## config.mk

```make
export PLATFORM = sky130hd
export DESIGN_NAME = iter_alu_exec_element
export DESIGN_NICKNAME = d
export VERILOG_FILES = /design/src/rtl/iter_alu_exec_element.sv
export SDC_FILE = /design/constraint.sdc
export NUM_CORES = 1
export LEC_CHECK = 0
export ABC_AREA = 1
export BUFFER_PORTS_ARGS = -buffer_cell sky130_fd_sc_hd__buf_4
export CAP_MARGIN = 25
export CELL_PAD_IN_SITES_DETAIL_PLACEMENT = 1
export CELL_PAD_IN_SITES_GLOBAL_PLACEMENT = 2
export CORE_MARGIN = 3
export CORE_UTILIZATION = 30
export CTS_BUF_LIST = sky130_fd_sc_hd__clkbuf_16
export DETAILED_ROUTE_END_ITERATION = 6
export GPL_ROUTABILITY_DRIVEN = 0
export GPL_TIMING_DRIVEN = 0
export PLACE_DENSITY = 0.9
export REMOVE_ABC_BUFFERS = 1
export SLEW_MARGIN = 40
export SYNTH_ARGS = -nofsm -noshare
export SYNTH_HDL_FRONTEND = slang
export SYNTH_SLANG_ARGS = --single-unit
```

## constraint.sdc

```tcl
create_clock -name clk -period 4.1 [get_ports clk]
set_clock_uncertainty 0.2 [all_clocks]
set_input_delay 0.41 -clock clk [delete_from_list [all_inputs] [get_ports clk]]
set_output_delay 0.41 -clock clk [all_outputs]
set_load 0.02 [all_outputs]
```

## src/rtl/iter_alu_exec_element.sv

```systemverilog
// Integer execution element: single-cycle ALU ops plus iterative signed MULT/DIV.
// Latency: single-cycle ops complete 1 cycle after start; MULT/DIV complete WIDTH+1 cycles after start.
// Backpressure: none; start is honoured only while idle and is dropped (not queued) while busy.
//
// Ports: clk, reset (sync, active-high); start with inst_num/imm/shamt/rs/rt from the dispatcher;
// busy, completed pulse, out, div_by_zero, illegal_op to writeback. WIDTH >= 8, IMM_WIDTH < WIDTH.
module iter_alu_exec_element #(
    parameter int  WIDTH     = 32,
    parameter int  IMM_WIDTH = 16,
    localparam int SHW       = $clog2(WIDTH)
) (
    input  logic                 clk,
    input  logic                 reset,
    input  logic                 start,
    input  logic [5:0]           inst_num,
    input  logic [IMM_WIDTH-1:0] imm,
    input  logic [SHW-1:0]       shamt,
    input  logic [WIDTH-1:0]     rs,
    input  logic [WIDTH-1:0]     rt,
    output logic                 busy,
    output logic                 completed,
    output logic [WIDTH-1:0]     out,
    output logic                 div_by_zero,
    output logic                 illegal_op
);

    typedef enum logic [1:0] {IDLE, MUL, DIV, DONE} state_t;

    state_t           state;
    logic [SHW-1:0]   count;
    logic             neg;      // operand signs differ: negate the magnitude result
    logic             dz;       // divisor was zero at accept
    // Shared iteration registers.
    // MUL: ma = multiplicand (shifts left), mb = multiplier (shifts right), acc = partial product.
    // DIV: ma = dividend shifting out / quotient shifting in, mb = divisor, acc = partial remainder.
    logic [WIDTH-1:0] ma, mb, acc;

    logic [WIDTH-1:0] rs_mag, rt_mag;
    logic [WIDTH-1:0] sx, zx;
    logic [WIDTH-1:0] single_res;
    logic             single_ill;
    logic [WIDTH-1:0] mul_acc_nx;
    logic [WIDTH-1:0] rem_low;
    logic             div_ge;
    logic [WIDTH-1:0] rem_nx, quo_nx;

    always_comb begin
        rs_mag = rs[WIDTH-1] ? -rs : rs;
        rt_mag = rt[WIDTH-1] ? -rt : rt;
        sx     = {{(WIDTH-IMM_WIDTH){imm[IMM_WIDTH-1]}}, imm};
        zx     = {{(WIDTH-IMM_WIDTH){1'b0}}, imm};

        single_res = '0;
        single_ill = 1'b0;
        case (inst_num)
            6'd8:    single_res = rs + rt;
            6'd9:    single_res = rs + sx;
            6'd10:   single_res = rs - rt;
            6'd11:   single_res = {imm, {(WIDTH-IMM_WIDTH){1'b0}}};
            6'd16:   single_res = rt << shamt;
            6'd17:   single_res = $unsigned($signed(rt) >>> shamt);
            6'd18:   single_res = rt >> shamt;
            6'd20:   single_res = rs & rt;
            6'd21:   single_res = rs & zx;
            6'd22:   single_res = rs | rt;
            6'd23:   single_res = rs | zx;
            6'd24:   single_res = rs ^ rt;
            6'd25:   single_res = rs ^ zx;
            6'd26:   single_res = ~(rs | rt);
            default: single_ill = 1'b1;
        endcase

        mul_acc_nx = mb[0] ? (acc + ma) : acc;

        // Restoring step. The partial remainder is always below the divisor, so if its top bit
        // is set the shifted value exceeds any WIDTH-bit divisor; the difference then fits in
        // WIDTH bits and modular subtraction gives it exactly.
        rem_low = {acc[WIDTH-2:0], ma[WIDTH-1]};
        div_ge  = acc[WIDTH-1] | (rem_low >= mb);
        rem_nx  = div_ge ? (rem_low - mb) : rem_low;
        quo_nx  = {ma[WIDTH-2:0], div_ge};
    end

    always_ff @(posedge clk) begin
        if (reset) begin
            state       <= IDLE;
            count       <= '0;
            neg         <= 1'b0;
            dz          <= 1'b0;
            ma          <= '0;
            mb          <= '0;
            acc         <= '0;
            busy        <= 1'b0;
            completed   <= 1'b0;
            out         <= '0;
            div_by_zero <= 1'b0;
            illegal_op  <= 1'b0;
        end else begin
            completed <= 1'b0;
            case (state)
                IDLE: begin
                    if (start) begin
                        busy        <= 1'b1;
                        div_by_zero <= 1'b0;
                        illegal_op  <= 1'b0;
                        ma          <= rs_mag;
                        mb          <= rt_mag;
                        acc         <= '0;
                        neg         <= rs[WIDTH-1] ^ rt[WIDTH-1];
                        dz          <= (rt == '0);
                        count       <= SHW'(WIDTH-1);
                        if (inst_num == 6'd13) begin
                            state <= MUL;
                        end else if (inst_num == 6'd12) begin
                            state <= DIV;
                        end else begin
                            state      <= DONE;
                            completed  <= 1'b1;
                            out        <= single_res;
                            illegal_op <= single_ill;
                        end
                    end
                end
                MUL: begin
                    acc   <= mul_acc_nx;
                    ma    <= ma << 1;
                    mb    <= mb >> 1;
                    count <= count - 1'b1;
                    if (count == '0) begin
                        state     <= DONE;
                        completed <= 1'b1;
                        out       <= neg ? -mul_acc_nx : mul_acc_nx;
                    end
                end
                DIV: begin
                    acc   <= rem_nx;
                    ma    <= quo_nx;
                    count <= count - 1'b1;
                    if (count == '0) begin
                        state       <= DONE;
                        completed   <= 1'b1;
                        div_by_zero <= dz;
                        // Sign correction folded into the last quotient bit.
                        out         <= dz ? '1 : (neg ? -quo_nx : quo_nx);
                    end
                end
                default: begin
                    state <= IDLE;
                    busy  <= 1'b0;
                end
            endcase
        end
    end

endmodule
```

Yosys cells after proc, flatten, opt, wreduce, memory -nomap -nowiden
Cells that the tools add are included.
{ "word_totals": {"regBits": 141, "latchBits": 0, "mem_bits_rw": 0, "rom_bits": 0, "inputBits": 94, "output_inout_bits": 36, "wordCells": 117, "mem_count": 0} }
{ "classes": {"add_sub_neg": 10, "multipliers": 0, "n_div": 0, "magnitude_cmp": 1, "eq_ne": 24, "shift": 3, "muxes": 40, "bitwise": 10, "reduce_logical": 17} }
{ "ops": {"columns": ["cell", "count"], "rows": [
  ["$mux W32", 15],
  ["$pmux W32 S14", 1],
  ["$pmux W32 S3", 3],
  ["$neg A32 Y32", 4],
  ["$add A32 B32 Y32", 3],
  ["$pmux W32 S2", 1],
  ["$sub A32 B32 Y32", 2],
  ["$eq A6 B5 Y1 const B", 10],
  ["$eq A6 B4 Y1 const B", 6],
  ["$and A32 B16 Y32", 1],
  ["$and A32 B32 Y32", 1],
  ["$ge A32 B32 Y1", 1],
  ["$logic_not A32 Y1", 1],
  ["$not A32 Y32", 1],
  ["$or A32 B16 Y32", 1],
  ["$or A32 B32 Y32", 1],
  ["$shl A32 B5 Y32", 1],
  ["$shr A32 B5 Y32", 1],
  ["$sshr A32 B5 Y32", 1],
  ["$xor A32 B16 Y32", 1],
  ["$xor A32 B32 Y32", 1],
  ["$reduce_or A14 Y1", 1],
  ["$reduce_and A2 Y1", 6],
  ["$mux W1", 11],
  ["other kinds (20)", 30]
]} }

Logic depth before layout (Yosys ltp)
{ "logic_depth": {"ltp_word": 7, "mapped_depth": 34} }

Worst setup path before layout
No wires, ideal clock.
{ "synth_timing": {"path_type": "register -> register", "from": "register ma[31]", "to": "register out[20]", "arrival_ps": 3694, "slack_ps": 87, "path_stages_with_launch": 31, "path_buffers": 2, "synth_period_minus_slack_ps": 4013, "path_cell_list": "dfxtp_1 > inv_1 > ha_1 > inv_1 > fa_1 > nand2_1 > o21ai_2 > nand2_1 > nand2_1 > nand2_1 > nand2_1 > o21ai_1 > nand2_1 > inv_1 > buf_4 > buf_4 > ha_1 > inv_1 > nor3_1 > nand2_1 > nor2_1 > nand3_1 > nor2_1 > nand2_1 > nor3_1 > a21oi_1 > xor2_1 > o21ai_0 > nand3_1 > nand2_1 > a21oi_1"} }
{ "synth_via": {"elab_chain_cells": 7} }
{ "synth_rtl": {"columns": ["item", "line_no", "rtl"], "rows": [
  ["from (decl)", "36", "logic [WIDTH-1:0] ma, mb, acc;"],
  ["from (signal assigned)", "106", "ma <= rs_mag;"],
  ["from (signal assigned)", "126", "ma <= ma << 1;"],
  ["from (signal assigned)", "137", "ma <= quo_nx;"],
  ["$ge A32 B32 Y1", "79", "div_ge = acc[WIDTH-1] | (rem_low >= mb);"],
  ["$or A1 B1 Y1", "79", null],
  ["$neg A32 Y32", "144", "out <= dz ? '1 : (neg ? -quo_nx : quo_nx);"],
  ["$mux W32 (2 in series)", "144", null],
  ["$mux W32", "139", "if (count == '0) begin"],
  ["$pmux W32 S3", "100", "case (state)"],
  ["to (signal assigned)", "119", "out <= single_res;"],
  ["to (signal assigned)", "132", "out <= neg ? -mul_acc_nx : mul_acc_nx;"],
  ["to (signal assigned)", "144", null],
  ["to (decl)", "22", "output logic [WIDTH-1:0] out,"]
]} }
Every way passes these cells. The select of a mux whose other input is x is not followed.
A chain may end at the register's enable or synchronous reset.

Worst setup path in the final report
{ "layout_timing": {"from": "input port imm[0]", "to": "register out[24]"} }
{ "layout_via": {"elab_chain_cells": 6} }
{ "layout_rtl": {"columns": ["item", "line_no", "rtl"], "rows": [
  ["from (decl)", "16", "input logic [IMM_WIDTH-1:0] imm,"],
  ["$add A32 B32 Y32", "57", "6'd9: single_res = rs + sx;"],
  ["$pmux W32 S14", "55", "case (inst_num)"],
  ["$mux W32", "114", "end else if (inst_num == 6'd12) begin"],
  ["$mux W32", "112", "if (inst_num == 6'd13) begin"],
  ["$mux W32", "102", "if (start) begin"],
  ["$pmux W32 S3", "100", null]
]} }
Every way passes these cells. The select of a mux whose other input is x is not followed.

==> impl_metrics.ini <==
[clock_network]
clock_latency_ns = 0.46
cts_sinks = 141
path_clk_slew_ns = 0.07
htree_levels = 4
clockBufferDepth = 2
cts_tree = built
cts_hold_buf = 0
cts_buffers = 17
clockRootBuffer = clkbuf_16

[min_path]
worstHoldStart = rt[0]
whs_endpoint = mb[0]
hold_depth = 3
hold_class = input port to flip-flop

[pwr]
power.leakage_uw = 0.01311
total_power_uw = 13760
p_per_area_nw_per_um2 = 476.1
ir_drop_v = 0.0003959

[critical_path]
crit_fanout = 5
r2r_setup_slack_ns = 0.05
cp-end-kind = flip-flop
max_stage_delay_ns = 0.41
r2r_cells = 22
crit_path_top_delay_cell = nand4_1
path_cells = buf_8 > nor3_4 > nand2_2 > nor2_2 > inv_1 > nor3_2 > nand2_2 > nor2_4 > nand3_2 > nor2_2 > nand2_2 > ha_4 > o22ai_2 > a21oi_2 > ha_4 > a21oi_2 > nand2_2 > a21oi_2 > nand3_2 > a21o_1 > o21ai_2 > nand4_1 > a21oi_2 > a21oi_1
r2r-end = out[21]
worst_ep_arrival_time_ns = 4.62
cp.required_ns = 4.24
cp-start-kind = input port
rr_startpoint = ma[31]
critPathKind = input port to flip-flop

[outcome]
violations = setup timing
outcome = finished with violations

[routing]
viasPerCell = 5.823
firstDrtPassIters = 5
ant_nets = 0
wl_mm = 129.0
drt-initial-drc-count = 3215
drc = 0
avgRoutedWirePerCell_um = 23.85
vias = 31489

[placement]
place_hpwl_mm = 97.66
port_buffers = 129
placedCellCount = 5247

[global_routing]
grt_pass1_wl_mm = 187.7
first_global_vias = 30798
antenna_found_initial = 0
grt-ovfl-total = 0
grt.total_usage_pct = 29.55
grt_max_degree = 105

[logic_synthesis]
ys_warn_count = 0
synthTopCellsByCount = nand2_1 (1174), inv_1 (475), o21ai_0 (428)
ys_ff_latch = 141
synth_area_leader_cell = nand2_1
synth.most_common_cell = nand2_1
yosys_most_used_dff = dfxtp_1
ys_seq_area_share_pct = 11.83
ys_types = 70
syn_inst = 4260
ys_async_sr_fraction_pct = 0
synth_area_um2 = 23860
synth-edff-count = 0
synthTopCellsByArea = nand2_1 (18%), dfxtp_1 (12%), ha_1 (11%), o21ai_0 (9.0%), a21oi_1 (8.7%)
syn_avg_cell_area_um2 = 5.601
netlist.area_leader.share_pct = 18.47

[floorplan]
chipHeight_um = 288.0
io_pins = 130
rows = 102
core_um2 = 78100
dieArea_um2 = 82950
die_w_um = 288.0
start_util_pct = 30.55

[sta]
setup_viol = 20
setup_ws_ns = -0.3727
min_period_over_period_pct = 109.1
rsz0062_at_grt = yes
slew_viol_final = 0
tightest_slew_ns = 0.9082
fmax_mhz = 223.6
final_hold_viol_count = 0
fin_crit_ns = 4.473
tns_ns = -2.855
slew_headroom_pct = 39.39

[final_layout]
num_antenna_cells = 0
nets = 4658
syn_to_final_growth_pct = 21.13
drive_above_1_share_pct = 15.32
final_cells = 5408

[flow_run]
drv_cap = 0
[kinds of logic after synthesis]
logic type	synth area share, %
AND/OR/NAND/NOR	34.89
flip-flops	11.83
XOR/XNOR	3.267
adder cells (fa/ha/maj)	11.05
buffers and inverters	11.12
AO/OA/AOI/OAI	27.17
multiplexers	0.6712
[power by group]
group / internal (µW) / total (µW) / switching [µW]
combinational: 3090 / 9700 / 6600
clock: 906 / 1630 / 726
sequential: 1800 / 2430 / 628
[sequential cells by signal, summed over array words and instances (netlist names)]
| name | count |
|---|---|
| out | 32 |
| illegal_op | 1 |
| busy | 1 |
| div_by_zero | 1 |
| mb | 32 |
| count | 5 |
| neg | 1 |
| ma | 32 |
| state | 2 |
| dz | 1 |
| completed | 1 |
| acc | 32 |
[area by class of cell]
class | count | area [µm²]
Tap cell | 1040 | 1301
Clock inverter | 15 | 162.7
Inverter | 499 | 1968
Timing Repair inverter | 1 | 8.758
Sequential cell | 141 | 2845
Fill cell | 10562 | 49200
Timing Repair Buffer | 267 | 2251
Clock buffer | 17 | 425.4
Multi-Input combinational cell | 3428 | 19940
[through the flow]
stage / setup slack [ns] / area (µm²) / utilization, % / hold slack [ns]
2_1_floorplan: -1.749 / 23090 / - / 0.2393
3_3_place_gp: -5.443 / 25360 / 32.46 / 0.2512
3_5_place_dp: -2.296 / 25770 / 33.00 / 0.2588
4_1_cts: -0.1881 / 27750 / 35.52 / 0.06253
5_1_grt: -0.4349 / 28900 / 37.00 / 0.1071
6_report: -0.3727 / 28900 / 37.00 / 0.09124
[how the worst max path moves through the flow]
stage | from | slack (ns) | endpoint
final | imm[0] | -0.37 | out[24]
after global routing | rt[2] | -0.43 | out[30]
after CTS | rt[0] | -0.19 | out[30]
after detailed placement | inst_num[3] | -2.30 | out[21]
after global placement | state[1] | -5.44 | mb[7]
after floorplan | mb[0] | -1.75 | out[28]
[metal layers]
layer / vias to the layer above / GRT usage, % / wire length, µm
li1: 14505 / - / -
met1: 15197 / 37.88 / 52850
met2: 1413 / 48.48 / 57900
met3: 374 / 2.795 / 9045
met4: 0 / 16.65 / 9180
met5: - / 0 / 0
[worst max-delay path, delay by kind of cell]
family / cells / cell delay (ns)
adders and majority gates: 2 / 0.56
and+or+nand+nor: 12 / 1.95
AOI/OAI and AO/OA: 8 / 1.48
buffers and inverters: 2 / 0.21
[placed cells by master, fill, tap and decap left out, drive strengths merged, types with 27 or more instances in the layout]
cell type / n
nand4: 51
nor2: 376
dfxtp: 141
a221oi: 47
o211ai: 50
a21oi: 417
buf: 267
xor2: 73
nand2: 1187
nor3: 57
inv: 496
ha: 206
nand3: 246
o22ai: 27
o21ai: 448
[what timing repair did]
item | CTS | global route
cloned | 3 | 0
endpoints found under the setup margin | 37 | 28
resized for setup | 192 | 198
buffers inserted | 82 | 44
pin swaps | 90 | 89
No activity file was read; power rests on OpenSTA's default activity.
